**src/rtl/uart_tx_arb.sv**
```systemverilog
// Four-requester round-robin arbiter feeding a single UART transmitter.
// A grant may run as a burst of up to BURST_MAX bytes before re-arbitration.
module uart_tx_arb #(
  parameter int BURST_MAX = 4
) (
  input  logic        clk,
  input  logic        reset,
  input  logic        enable,
  input  logic [3:0]  req,
  input  logic [31:0] req_data,
  output logic [3:0]  ack,
  output logic [3:0]  done,
  output logic [1:0]  owner,
  output logic        busy,
  output logic        tx_start,
  output logic [7:0]  tx_data,
  input  logic        tx_busy,
  input  logic        tx_end
);

  localparam logic [0:0] IDLE       = 1'b0;
  localparam logic [0:0] WAIT_END   = 1'b1;
  localparam logic [3:0] BURST_LAST = 4'(BURST_MAX - 1);

  logic [0:0] state_reg, state_next;
  logic [1:0] last_grant_reg, last_grant_next;
  logic [3:0] burst_cnt_reg, burst_cnt_next;
  logic [1:0] owner_reg, owner_next;
  logic       busy_reg, busy_next;
  logic       tx_start_reg, tx_start_next;
  logic [7:0] tx_data_reg, tx_data_next;
  logic [3:0] ack_reg, ack_next;
  logic [3:0] done_reg, done_next;

  logic [7:0] req_byte [4];
  logic [3:0] req_rot;
  logic       win_found;
  logic [1:0] win_idx;

  // req_rot[k] is the request of requester (last_grant + 1 + k) mod 4
  generate
    for (genvar gi = 0; gi < 4; gi++) begin : g_req
      localparam logic [1:0] OFS = 2'((gi + 1) % 4);
      assign req_byte[gi] = req_data[8*gi +: 8];
      assign req_rot[gi]  = req[last_grant_reg + OFS];
    end
  endgenerate

  always_comb begin
    win_found = 1'b0;
    win_idx   = 2'd0;
    for (int k = 3; k >= 0; k--) begin
      if (req_rot[k]) begin
        win_found = 1'b1;
        win_idx   = last_grant_reg + 2'(k + 1);
      end
    end
  end

  always_comb begin
    state_next      = state_reg;
    last_grant_next = last_grant_reg;
    burst_cnt_next  = burst_cnt_reg;
    owner_next      = owner_reg;
    busy_next       = busy_reg;
    tx_start_next   = 1'b0;
    tx_data_next    = tx_data_reg;
    ack_next        = 4'b0000;
    done_next       = 4'b0000;
    case (state_reg)
      IDLE: begin
        if (enable && !tx_busy && win_found) begin
          tx_start_next  = 1'b1;
          tx_data_next   = req_byte[win_idx];
          ack_next       = 4'b0001 << win_idx;
          owner_next     = win_idx;
          busy_next      = 1'b1;
          burst_cnt_next = 4'd0;
          state_next     = WAIT_END;
        end
      end
      default: begin
        if (tx_end) begin
          done_next = 4'b0001 << owner_reg;
          // Continuation ignores enable: only new grants are gated
          if (req[owner_reg] && (burst_cnt_reg < BURST_LAST)) begin
            tx_start_next  = 1'b1;
            tx_data_next   = req_byte[owner_reg];
            ack_next       = 4'b0001 << owner_reg;
            burst_cnt_next = burst_cnt_reg + 4'd1;
          end else begin
            last_grant_next = owner_reg;
            busy_next       = 1'b0;
            state_next      = IDLE;
          end
        end
      end
    endcase
  end

  always_ff @(posedge clk) begin
    if (!reset) begin
      state_reg      <= IDLE;
      last_grant_reg <= 2'd3;
      burst_cnt_reg  <= 4'd0;
      owner_reg      <= 2'd0;
      busy_reg       <= 1'b0;
      tx_start_reg   <= 1'b0;
      tx_data_reg    <= 8'h00;
      ack_reg        <= 4'b0000;
      done_reg       <= 4'b0000;
    end else begin
      state_reg      <= state_next;
      last_grant_reg <= last_grant_next;
      burst_cnt_reg  <= burst_cnt_next;
      owner_reg      <= owner_next;
      busy_reg       <= busy_next;
      tx_start_reg   <= tx_start_next;
      tx_data_reg    <= tx_data_next;
      ack_reg        <= ack_next;
      done_reg       <= done_next;
    end
  end

  assign ack      = ack_reg;
  assign done     = done_reg;
  assign owner    = owner_reg;
  assign busy     = busy_reg;
  assign tx_start = tx_start_reg;
  assign tx_data  = tx_data_reg;

endmodule

```
**config.mk**
```make
export PLATFORM = sky130hd
export DESIGN_NAME = uart_tx_arb
export DESIGN_NICKNAME = d
export VERILOG_FILES = /design/src/rtl/uart_tx_arb.sv
export SDC_FILE = /design/constraint.sdc
export NUM_CORES = 1
export LEC_CHECK = 0
export BUFFER_PORTS_ARGS = -buffer_cell sky130_fd_sc_hd__buf_2
export CAP_MARGIN = 0
export CORE_MARGIN = 1
export CORE_UTILIZATION = 50
export CTS_BUF_LIST = sky130_fd_sc_hd__clkbuf_16
export CTS_CLUSTER_SIZE = 20
export DETAILED_ROUTE_END_ITERATION = 8
export GPL_TIMING_DRIVEN = 0
export MAX_ROUTING_LAYER = met4
export PLACE_DENSITY = 0.8
export SLEW_MARGIN = 30
export SYNTH_ARGS = -nofsm -noshare
export SYNTH_HDL_FRONTEND = slang
export SYNTH_SLANG_ARGS = --single-unit
```
**constraint.sdc**
```tcl
create_clock -name clk -period 3.28 [get_ports clk]
set_clock_uncertainty 0.2 [all_clocks]
set_input_delay 0.656 -clock clk [delete_from_list [all_inputs] [get_ports clk]]
set_output_delay 0.656 -clock clk [all_outputs]
set_load 0.02 [all_outputs]
```
Yosys cells after proc, flatten, opt, wreduce, memory -nomap -nowiden
Index checks and enable logic that the tools add are counted.

operators by class
  multiplexer cells = 46
  reductions and logical operators = 10
  equality and inequality tests = 3
  shifts and indexed selects = 2
  $add $sub $neg = 4
  bitwise gates (word level) = 4
  $lt $le $gt $ge = 8

operators by type and width
  kind                 number
  $mux 8               8
  $bmux 8 s2           2
  $mux 4               8
  $mux 1               19
  $lt 2x3->1 const B   5
  $reduce_and 3->1     4
  $bmux 1 s2           5
  $mux 2               4
  $shl 1x2->4 const A  2
  $ge 3x3->1 const B   2
  $not 2->3            2
  $add 2x2->2 const B  2
  $add 4x1->4 const B  1
  $lt 4x2->1 const B   1
  $ne 2x2->1 const B   2
  $logic_and 1x1->1    3
  $add 2x1->2 const B  1
  $ne 2x1->1 const B   1
  $not 1->1            2
  $reduce_and 2->1     1
  $reduce_bool 2->1    1
  $logic_not 1->1      1

word-level totals
  output and inout bits = 20
  logic and storage cells = 86
  input bits = 41
  register bits = 27

Logic depth before layout (Yosys ltp)
Gate-level depths: netlist (run 1).

  word-level depth = 12
  gate-level depth with buffers = 7
  depth with buffers taken out = 6

Worst setup path after synthesis (run 1)
Ideal clock, no wire load.

  kind = input-to-reg
  start point = input port req[3]
  end point = register tx_data_reg[0] (netlist: tx_data[0])
  setup slack = 1100 ps
  stages = 7
  buffers on the path = 2
  library setup time = 117 ps
  data arrival time = 1863 ps
  data required time = 2963 ps
  cell sequence = clkbuf_2 > or2_2 > a21boi_2 > buf_6 > nand3_1 > nand4_1 > a32o_1

between the ends
  longest elaborated chain between the ends = 12
  elaborated cells on any way between the ends = 29
  those cells by class = eq/ne: 1; mux: 23; bitwise: 1; reduce/logical: 4

ends and longest elaborated chain
  what                                        line  source
  start: declaration                          9     input logic [3:0] req,
  $bmux 1 s2                                  45    assign req_rot[gi] = req[last_grant_reg + OFS];
  $mux 1 (implied by the code)                45
  $mux 2 (4 in series)                        53    if (req_rot[k]) begin
  $not 2->3 (implied by the code)             74    tx_data_next = req_byte[win_idx];
  $bmux 8 s2                                  74
  $mux 8 (implied by the code) (2 in series)  74
  $mux 8                                      72    if (enable && !tx_busy && win_found) begin
  $mux 8                                      70    case (state_reg)
  end signal: assignment                      119   tx_data_reg <= tx_data_next;
  end: declaration                            31    logic [7:0] tx_data_reg, tx_data_next;

Several ways; a longest one is shown, not always the timed one. The select of a mux whose other input is x is not followed.
A chain may end at the register's enable or synchronous reset.

Worst setup path after layout (run 1)
  start point = input port req[1]
  end point = register tx_data_reg[3] (netlist: tx_data[3])

Same word-level chain as after synthesis.

==> results of run 1 <==
worst paths after layout:
| kind | startpoint | to | slack [ps] | cells after the start |
|---|---|---|---|---|
| setup / recovery | req[1] | tx_data[3] | 1040 | 7 |
| hold / removal | tx_data[5] | tx_data[5] | 270 | 1 |
| setup reg to reg | burst_cnt_reg[0] | tx_data[3] | 1120 | 5 |
| hold reg to reg | tx_data[5] | tx_data[5] | 270 | 1 |
cell type report:
type                            instances  area share [%]
Buffer                                 15            4.28
Clock buffer                            3            3.52
Clock inverter                          1           0.352
Inverter                                2           0.352
Multi-Input combinational cell        143            49.7
Sequential cell                        27            25.3
Tap cell                               44            2.58
Timing Repair Buffer                   59            13.8
report_power, final:
part           total, W  switching, W  internal (W)
Sequential     0.000352    0.00000944      0.000343
Clock          0.000284      0.000118      0.000166
Combinational  0.000214      0.000124     0.0000897
Total          0.000850      0.000251      0.000598
kinds of logic after synthesis:
family | share of synthesized area [%]
buffers and inverters | 5.81
adder cells (fa/ha/maj) | 0.736
AO/OA/AOI/OAI | 23.0
AND/OR/NAND/NOR | 24.1
flip-flops | 31.8
multiplexers | 14.6
synth_stat cells:
cell type,n
a21boi_0,3
a21boi_2,2
a21oi_1,2
a31oi_1,8
a32o_1,8
and2_1,5
and2b_1,1
and3_1,2
buf_1,1
buf_2,4
buf_4,1
buf_6,3
clkbuf_1,3
clkbuf_2,3
clkinv_1,1
dfxtp_1,27
ha_1,1
inv_1,1
mux2i_1,3
mux4_1,4
mux4_2,5
nand2_1,13
nand2b_1,4
nand3_1,19
nand3b_1,1
nand4_1,8
nand4_4,1
nor2_1,14
nor2b_1,1
nor3_1,3
nor3b_1,3
o211a_1,2
o21a_1,3
o21ai_0,19
o221ai_1,1
o22a_1,1
o22ai_1,1
o2bb2ai_1,1
o311ai_4,1
o32ai_1,1
or2_2,1
or3b_1,1
per-layer routing:
| layer | share of wire [%] | global-route usage, % | vias up |
|---|---|---|---|
| met5 | 0 | - | - |
| met4 | 0.67 | 4.65 | 0 |
| met3 | 7.6 | 5.84 | 6 |
| met2 | 47 | 43.8 | 97 |
| met1 | 45 | 35.2 | 823 |
| li1 | - | - | 853 |
stage by stage:
step / total power, W / instances / hold slack, ps / area [um^2] / setup WS, ps
4_1_cts: 0.000846 / 294 / 270 / 2130 / 1120
2_1_floorplan: 0.000494 / 187 / 231 / 1700 / 1100
5_1_grt: 0.000886 / 294 / 285 / 2130 / 976
3_5_place_dp: 0.000568 / 290 / 254 / 2050 / 861
6_report: 0.000850 / 294 / 267 / 2130 / 1040
3_3_place_gp: 0.000565 / 290 / 247 / 2050 / 864
placed cells by master, fill, tap and decap left out, types with 2 or more instances in the layout:
cell type  instances
buf_6              3
o211a_1            2
clkbuf_1           3
mux4_1             4
mux4_2             5
nand2_1           13
mux2i_1            3
nand2b_1           4
a21boi_0           3
clkbuf_16          3
nor3b_1            3
a32o_1             8
dfxtp_1           27
buf_2             63
a31oi_1            8
a21boi_2           2
and2_1             5
nand3_1           19
and3_1             2
nor2_1            14
nor3_1             3
a21oi_1            2
clkbuf_2           3
nand4_1            8
o21ai_0           19
o21a_1             3
==> run_results.csv, run 1 <==
group,metric,value,unit
worst_setup_path,slowest_delay,290,ps
drt,drt-pass1-iter-count,5,
finish,largest_reg_flops,8,
sta,layout_min_cycle_time,2240,ps
run_status,status,"finished, final reports clean",
die,die_w,60.3,um
worst_setup_path,critPathBufInv,2,
die,core,3130,um^2
min_path,hold_class,"flip-flop to flip-flop",
synth,ys_top_cells_by_area,"dfxtp_1 (32%), mux4_2 (6.6%), mux4_1 (6.2%), nand3_1 (5.6%), o21ai_0 (5.6%)",
clocking,cts_tree,"yes",
clocking,cts_buffers,3,
finish,n_fill_cell,253,
clocking,clock-root-buffer,"clkbuf_16",
sta,setup_tns,0,ps
sta,fmax,447,MHz
place,port-buffer-count,59,
pwr,power.leakage,0.905,nW
drt,wl,4660,um
finish,area_growth,25.5,%
finish,seqCellArea,541,um^2
sta,setup_viol,0,
finish,multi_input_area,1060,um^2
global_routing,antenna_found_initial,0,
drt,via_per_inst,6.05,
clocking,cts-hold-fix-buffers,0,
clocking,clk_path_buf_depth,2,
die,rows,20,
drt,drc,0,
worst_setup_path,crit_arrival,2190,ps
synth,ys_ff_latch,27,
synth,avgSynthCellArea,9.09,um^2
clocking,htree_levels,1,
worst_setup_path,worst_setup_path_start_kind,"input port",
synth,yosys.area.top_type_share,31.8,%
worst_setup_path,endpoint_kind,"flip-flop",
pwr,power.density,398,nW/um^2
synth,yosysWarnings,0,
drt,final_antenna_net_count,0,
clocking,cts_resized,0,
clocking,cts.sinks,27,
die,die_y,60.3,um
drt,vias,1779,
finish,drive_gt1_share,33.6,%
synth,yosysUniqueCellTypes,42,
pwr,irDropWorstVdd,0.000395,V
sta,slew_viol_final,0,
synth,syn-num-nets,229,
worst_setup_path,cp_max_fo,10,
worst_setup_path,cp.required,3230,ps
clocking,path_clk_slew,70,ps
synth,synth_top_area_cell,"dfxtp_1",
sta,rsz0062_at_grt,"false",
global_routing,grt_pass1_vias,1607,
die,start_util,54.4,%
synth,seq_area_frac_synth,31.8,%
place,gp_congestion,0.823,
clocking,clock_latency,260,ps
sta,slew_headroom,65.4,%
clocking,postCtsSetupBuffers,0,
global_routing,grt_overflow,0,
sta,fin_crit_sh,68.2,%
sta,tightest_slew,515,ps
worst_setup_path,slowest_stage,"a32o_1",
global_routing,grt_first_pass_wirelength,7200,um
die,die_area,3640,um^2
finish,fin_util,68.2,%
worst_setup_path,setup.worst_path.class,"input port to flip-flop",
place,dp.final_hpwl,3300,um
finish,antenna_cells,0,
sta,hold_violations,0,
worst_setup_path,crit_chain,"buf_2 > and2b_1 > o2bb2ai_1 > clkbuf_1 > o21ai_0 > nand4_1 > a32o_1",
flow_run,cap_violations,0,
worst_setup_path,critPathTopFamily,"compound AO/OA/AOI/OAI gates",
global_routing,grt_max_degree,17,
drt,wire_per_inst,15.8,um
finish,nets,293,
drt,initialDrtViolationCount,152,
global_routing,track_usage,27.1,%
die,ioPinCount,61,
synth,synthCells,187,
synth,synth_area,1700,um^2
Note: power is estimated with default switching activity, not from simulation.
==> inputs of run 2 (changes only) <==
Settings changed: CORE_UTILIZATION 50 to 49, PLACE_DENSITY 0.8 to 0.79.
Clock period 3.28 ns to 2.1 ns, I/O delays scaled along.
==> run 2 against run 1 <==
Effect of this change: routed wire length fell by 2.3%; final cell count increased by 0.68%; core utilization down 3.0 points; non-clock buffer count unchanged; hold slack lost 8.0 ps; combinational power is 59% higher; sequential power rose by 56%; die area rose by 2.0%; final area grew 2.1%; first-iteration DRC count is 12% lower; critical endpoint is now burst_cnt_reg[2].
==> run_results.csv, run 2 (synthesized netlist as in run 1, its figures left out) <==
group,metric,value,unit
finish,antenna_cells,0,
worst_setup_path,crit_arrival,2020,ps
clocking,clk_path_buf_depth,2,
clocking,path_clk_slew,70,ps
global_routing,grt_first_pass_wirelength,6700,um
global_routing,grt_max_degree,18,
finish,fin_area,2180,um^2
finish,largest_reg_flops,8,
clocking,postCtsSetupBuffers,0,
worst_setup_path,cp.required,2110,ps
finish,layout_common_cells,"buf_2 (61), dfxtp_1 (26), nand3_1 (19), o21ai_0 (19), nor2_1 (14)",
clocking,cts_resized,1,
pwr,power.density,618,nW/um^2
pwr,power,0.00135,W
sta,layout_min_cycle_time,2000,ps
global_routing,antenna_found_initial,0,
place,port-buffer-count,59,
worst_setup_path,cp_max_fo,10,
place,dp.final_hpwl,3180,um
sta,tightest_slew,493,ps
die,ioPinCount,61,
clocking,cts_tree,"yes",
clocking,clock_latency,270,ps
min_path,hold_class,"input port to flip-flop",
worst_setup_path,slowest_delay,580,ps
place,place_area,2050,um^2
finish,nets,293,
drt,final_antenna_net_count,0,
min_path,hold_end,"busy",
drt,initialDrtViolationCount,134,
pwr,combPwrFrac,25.3,%
worst_setup_path,worst_setup_path_start_kind,"flip-flop",
sta,slew_viol_final,0,
worst_setup_path,critPathTopFamily,"multiplexers",
clocking,cts-hold-fix-buffers,0,
drt,drc,0,
pwr,clkPwrFrac,33.9,%
worst_setup_path,critPathMostFrequentCell,"buf_6",
sta,setup_tns,0,ps
pwr,switching_share,29.9,%
worst_setup_path,worstReg2RegEnd,"burst_cnt_reg[2]",
clocking,clock-root-buffer,"clkbuf_16",
die,die_w,60.9,um
pwr,power.leakage,0.925,nW
die,die_area,3710,um^2
drt,drt-pass1-iter-count,5,
global_routing,track_usage,25.3,%
pwr,p_switching,0.000402,W
drt,via_per_inst,6.11,
flow_run,cap_violations,0,
min_path,hold_depth,2,
worst_setup_path,reg2regPathDepth,6,
worst_setup_path,slowest_stage,"mux4_2",
finish,area_growth,28.0,%
clocking,cts_buffers,3,
die,rows,21,
sta,slew_headroom,67.1,%
drt,wire_per_inst,15.4,um
global_routing,grt_overflow,0,
pwr,sequentialPowerShare,40.8,%
clocking,cts.sinks,27,
worst_setup_path,critPathBufInv,2,
sta,fmax,499,MHz
pwr,irDropWorstVdd,0.000297,V
clocking,htree_levels,1,
finish,fin_util,65.2,%
worst_setup_path,endpoint_kind,"flip-flop",
place,gp_congestion,0.931,
die,die_y,60.9,um
sta,setup_viol,0,
drt,wl,4550,um
finish,n_fill_cell,295,
finish,final_common_cell,"buf_2",
pwr,p_int,0.000944,W
run_status,status,"finished, final reports clean",
global_routing,grt_pass1_vias,1468,
sta,hold_violations,0,
sta,fin_crit_sh,95.5,%
worst_setup_path,r2r_start,"owner[1]",
worst_setup_path,setup.worst_path.class,"flip-flop to flip-flop",
worst_setup_path,rrSetupSlack,100,ps
finish,drive_gt1_share,36.4,%
min_path,min_from,"reset",
drt,vias,1808,
die,start_util,51.0,%
worst_setup_path,crit_chain,"buf_6 > mux4_2 > nand4_4 > and3_1 > buf_6 > and2_1",
die,core,3340,um^2
[run 2: per-stage QoR]
stage	cells	hold WS, ps	worst slack [ps]
finish	296	259	95.0
global placement	292	251	-115
global route	296	258	-11.2
CTS	296	259	15.1
detailed placement	292	250	-123
floorplan	187	231	88.2
[run 2: area by class of cell]
cell class / count / area [um^2] / area share, %
clock buffer: 3 / 75.1 / 3.45
buffer: 15 / 101 / 4.66
sequential: 27 / 542 / 24.9
inverter: 2 / 7.51 / 0.345
clock inverter: 1 / 8.76 / 0.402
tap: 46 / 57.6 / 2.64
multi-input combinational: 143 / 1090 / 50.1
timing repair buffer: 59 / 295 / 13.6
[run 2: worst register-to-register path, delay by kind of cell (launching register included)]
kind / cells / cell delay [ps]
mux: 1 / 580
simple gates: 3 / 530
flops: 1 / 340
buf+inv: 2 / 310
[run 2: metal layers]
| metal | vias up | part of all wire (%) | track usage (%) |
|---|---|---|---|
| met1 | 850 | 43 | 36.3 |
| li1 | 851 | - | - |
| met4 | 0 | 1.6 | 8.77 |
| met3 | 11 | 6.9 | 3.41 |
| met2 | 96 | 48 | 36.3 |
| met5 | - | 0 | - |
[run 2: power by group through the flow]
stage / clock network [W] / logic (W) / registers (W)
after floorplan: 0 / 0.000186 / 0.000586
after global placement: 0 / 0.000323 / 0.000561
after global routing: 0.000490 / 0.000366 / 0.000553
after detailed placement: 0 / 0.000327 / 0.000561
after CTS: 0.000463 / 0.000330 / 0.000549
final: 0.000456 / 0.000341 / 0.000549
[run 2: worst max-delay path by stage]
stage / from / end / cells past startpoint
after floorplan: owner[1] / tx_data[6] / 6
after global placement: req[3] / tx_data[6] / 7
after detailed placement: req[3] / tx_data[6] / 7
after CTS: last_grant_reg[1] / tx_data[6] / 6
after global routing: last_grant_reg[1] / tx_data[0] / 6
final: owner[1] / burst_cnt_reg[2] / 6
==> inputs of run 3 (changes only) <==
Settings changed: BUFFER_PORTS_ARGS -buffer_cell sky130_fd_sc_hd__buf_2 to default, CELL_PAD_IN_SITES_DETAIL_PLACEMENT from default to 0, CELL_PAD_IN_SITES_GLOBAL_PLACEMENT from default to 1, CORE_UTILIZATION 49 to 46, DONT_BUFFER_PORTS from default to 1, PLACE_DENSITY 0.79 to default, PLACE_DENSITY_LB_ADDON from default to 0.1.
==> run 3 against run 2 <==
Effect of this change: non-clock buffer count shrank 55; via count shrank 11%; register-to-register slack lost 30 ps; total power shrank 3.6%; final area shrank 11%; core utilization shrank 9.0 points; sequential share of layout area grew 3.4 points; final cell count shrank 19%; critical path depth is the same; fmax shrank 1.4%; largest power group unchanged.
==> run_results.csv, run 3 (synthesized netlist as in run 1, its figures left out) <==
group,metric,value,unit
run_status,status,"finished, final reports clean",
sta,layout_min_cycle_time,2030,ps
place,port-buffer-count,0,
sta,slew_viol_final,0,
die,rows,21,
clocking,path_clk_slew,70,ps
die,ioPinCount,61,
worst_setup_path,slowest_delay,570,ps
finish,fin_area,1940,um^2
die,start_util,49.4,%
worst_setup_path,worst_setup_path_start_kind,"flip-flop",
min_path,hold_class,"input port to flip-flop",
place,dp.final_hpwl,3480,um
drt,wl,5080,um
worst_setup_path,endpoint_kind,"flip-flop",
global_routing,grt_pass1_vias,1558,
sta,fin_crit_sh,96.8,%
worst_setup_path,slowest_stage,"mux4_2",
drt,drc,0,
clocking,clk_path_buf_depth,2,
drt,via_per_inst,6.68,
clocking,htree_levels,1,
die,core,3440,um^2
clocking,clock_latency,270,ps
drt,wire_per_inst,21.1,um
sta,fmax,492,MHz
worst_setup_path,critPathBufInv,2,
worst_setup_path,critPathTopFamily,"multiplexers",
global_routing,grt_max_degree,18,
finish,drive_gt1_share,20.5,%
global_routing,grt_first_pass_wirelength,7910,um
drt,initialDrtViolationCount,169,
worst_setup_path,cp.required,2110,ps
drt,final_antenna_net_count,0,
die,die_w,62.8,um
worst_setup_path,setup.worst_path.class,"flip-flop to flip-flop",
die,die_y,62.8,um
pwr,power.leakage,0.688,nW
worst_setup_path,crit_chain,"buf_12 > mux4_2 > nand4_4 > and3_1 > buf_6 > a32o_1",
pwr,switching_share,29.8,%
worst_setup_path,crit_arrival,2040,ps
finish,final_common_cell,"dfxtp_1",
pwr,irDropWorstVdd,0.000322,V
finish,n_fill_cell,321,
global_routing,grt_overflow,0,
place,place_area,1760,um^2
drt,drt-pass1-iter-count,4,
finish,area_growth,13.8,%
pwr,power.density,671,nW/um^2
clocking,clock-root-buffer,"clkbuf_16",
pwr,power,0.00130,W
pwr,clkPwrFrac,35.6,%
finish,fin_util,56.2,%
sta,hold_violations,0,
die,die_area,3940,um^2
pwr,sequentialPowerShare,44.6,%
clocking,cts_tree,"yes",
place,gp_congestion,0.869,
pwr,p_int,0.000911,W
worst_setup_path,cp_max_fo,9,
drt,vias,1609,
finish,nets,238,
global_routing,antenna_found_initial,0,
flow_run,cap_violations,0,
finish,layout_common_cells,"dfxtp_1 (24), nand3_1 (19), o21ai_0 (19)",
finish,antenna_cells,0,
finish,largest_reg_flops,8,
sta,slew_headroom,66.2,%
pwr,combPwrFrac,19.8,%
clocking,cts_buffers,3,
clocking,cts.sinks,27,
global_routing,track_usage,26.2,%
sta,setup_viol,0,
clocking,cts-hold-fix-buffers,0,
pwr,p_switching,0.000387,W
sta,tightest_slew,507,ps
-- run 3: cell types whose count changed in the layout (fill, tap and decap cells not counted), sizes merged --
cell	previous run	this run
clkbuf	11	9
buf	66	13
-- run 3: worst register-to-register path: stages (launching register included) --
cell and delay [ps]:
dfxtp_4 390, buf_12 150, mux4_2 570, nand4_4 180, and3_1 200, buf_6 150, a32o_1 130
-- run 3: stage by stage --
stage,setup WS (ps),std cells,setup TNS [ps],hold slack [ps]
after CTS,-4.91,237,-4.91,102
after detailed placement,-161,233,-1290,271
after floorplan,88.2,187,0,231
after global placement,-107,233,-926,268
final,66.9,241,0,104
after global routing,-29.6,241,-37.5,113
-- run 3: repair_timing --
| action | CTS | global route |
|---|---|---|
| endpoints found under the setup margin | 12 | 12 |
| gates resized for setup | 7 | 14 |
| pin swaps | 0 | 1 |
| buffers inserted | 0 | 4 |
| hold endpoints to repair | 0 | 0 |
-- run 3: final timing paths --
| path | startpoint | endpoint | slack (ps) | depth (start not counted) |
|---|---|---|---|---|
| max | owner[1] | tx_data[2] | 70 | 6 |
| min | reset | busy | 100 | 1 |
| min reg2reg | burst_cnt_reg[3] | burst_cnt_reg[3] | 300 | 1 |
| max reg2reg | owner[1] | tx_data[2] | 70 | 6 |
-- run 3: routing by layer --
metal  wire, um  vias to the layer above  track usage, %
li1           -                      738               -
met1       2020                      779            33.5
met2       2560                       86            41.2
met3        440                        6            4.74
met4         56                        0            9.88
met5          0                        -               -
-- run 3: power by group through the flow --
| stage | Combinational, W | Clock [W] | Sequential, W |
|---|---|---|---|
| after floorplan | 0.000186 | 0 | 0.000586 |
| after global placement | 0.000231 | 0 | 0.000590 |
| after detailed placement | 0.000237 | 0 | 0.000591 |
| after CTS | 0.000242 | 0.000469 | 0.000579 |
| after global routing | 0.000280 | 0.000482 | 0.000582 |
| final | 0.000257 | 0.000463 | 0.000579 |
-- run 3: layout make-up --
class                      count  area [um^2]  share of cell area, %
tap                           46         57.6                   2.97
multi-input combinational    143         1100                   56.7
inverter                       2         7.51                  0.388
timing repair buffer           4         30.0                   1.55
clock buffer                   3         75.1                   3.88
sequential                    27          547                   28.2
clock inverter                 1         8.76                  0.452
buffer                        15          113                   5.82
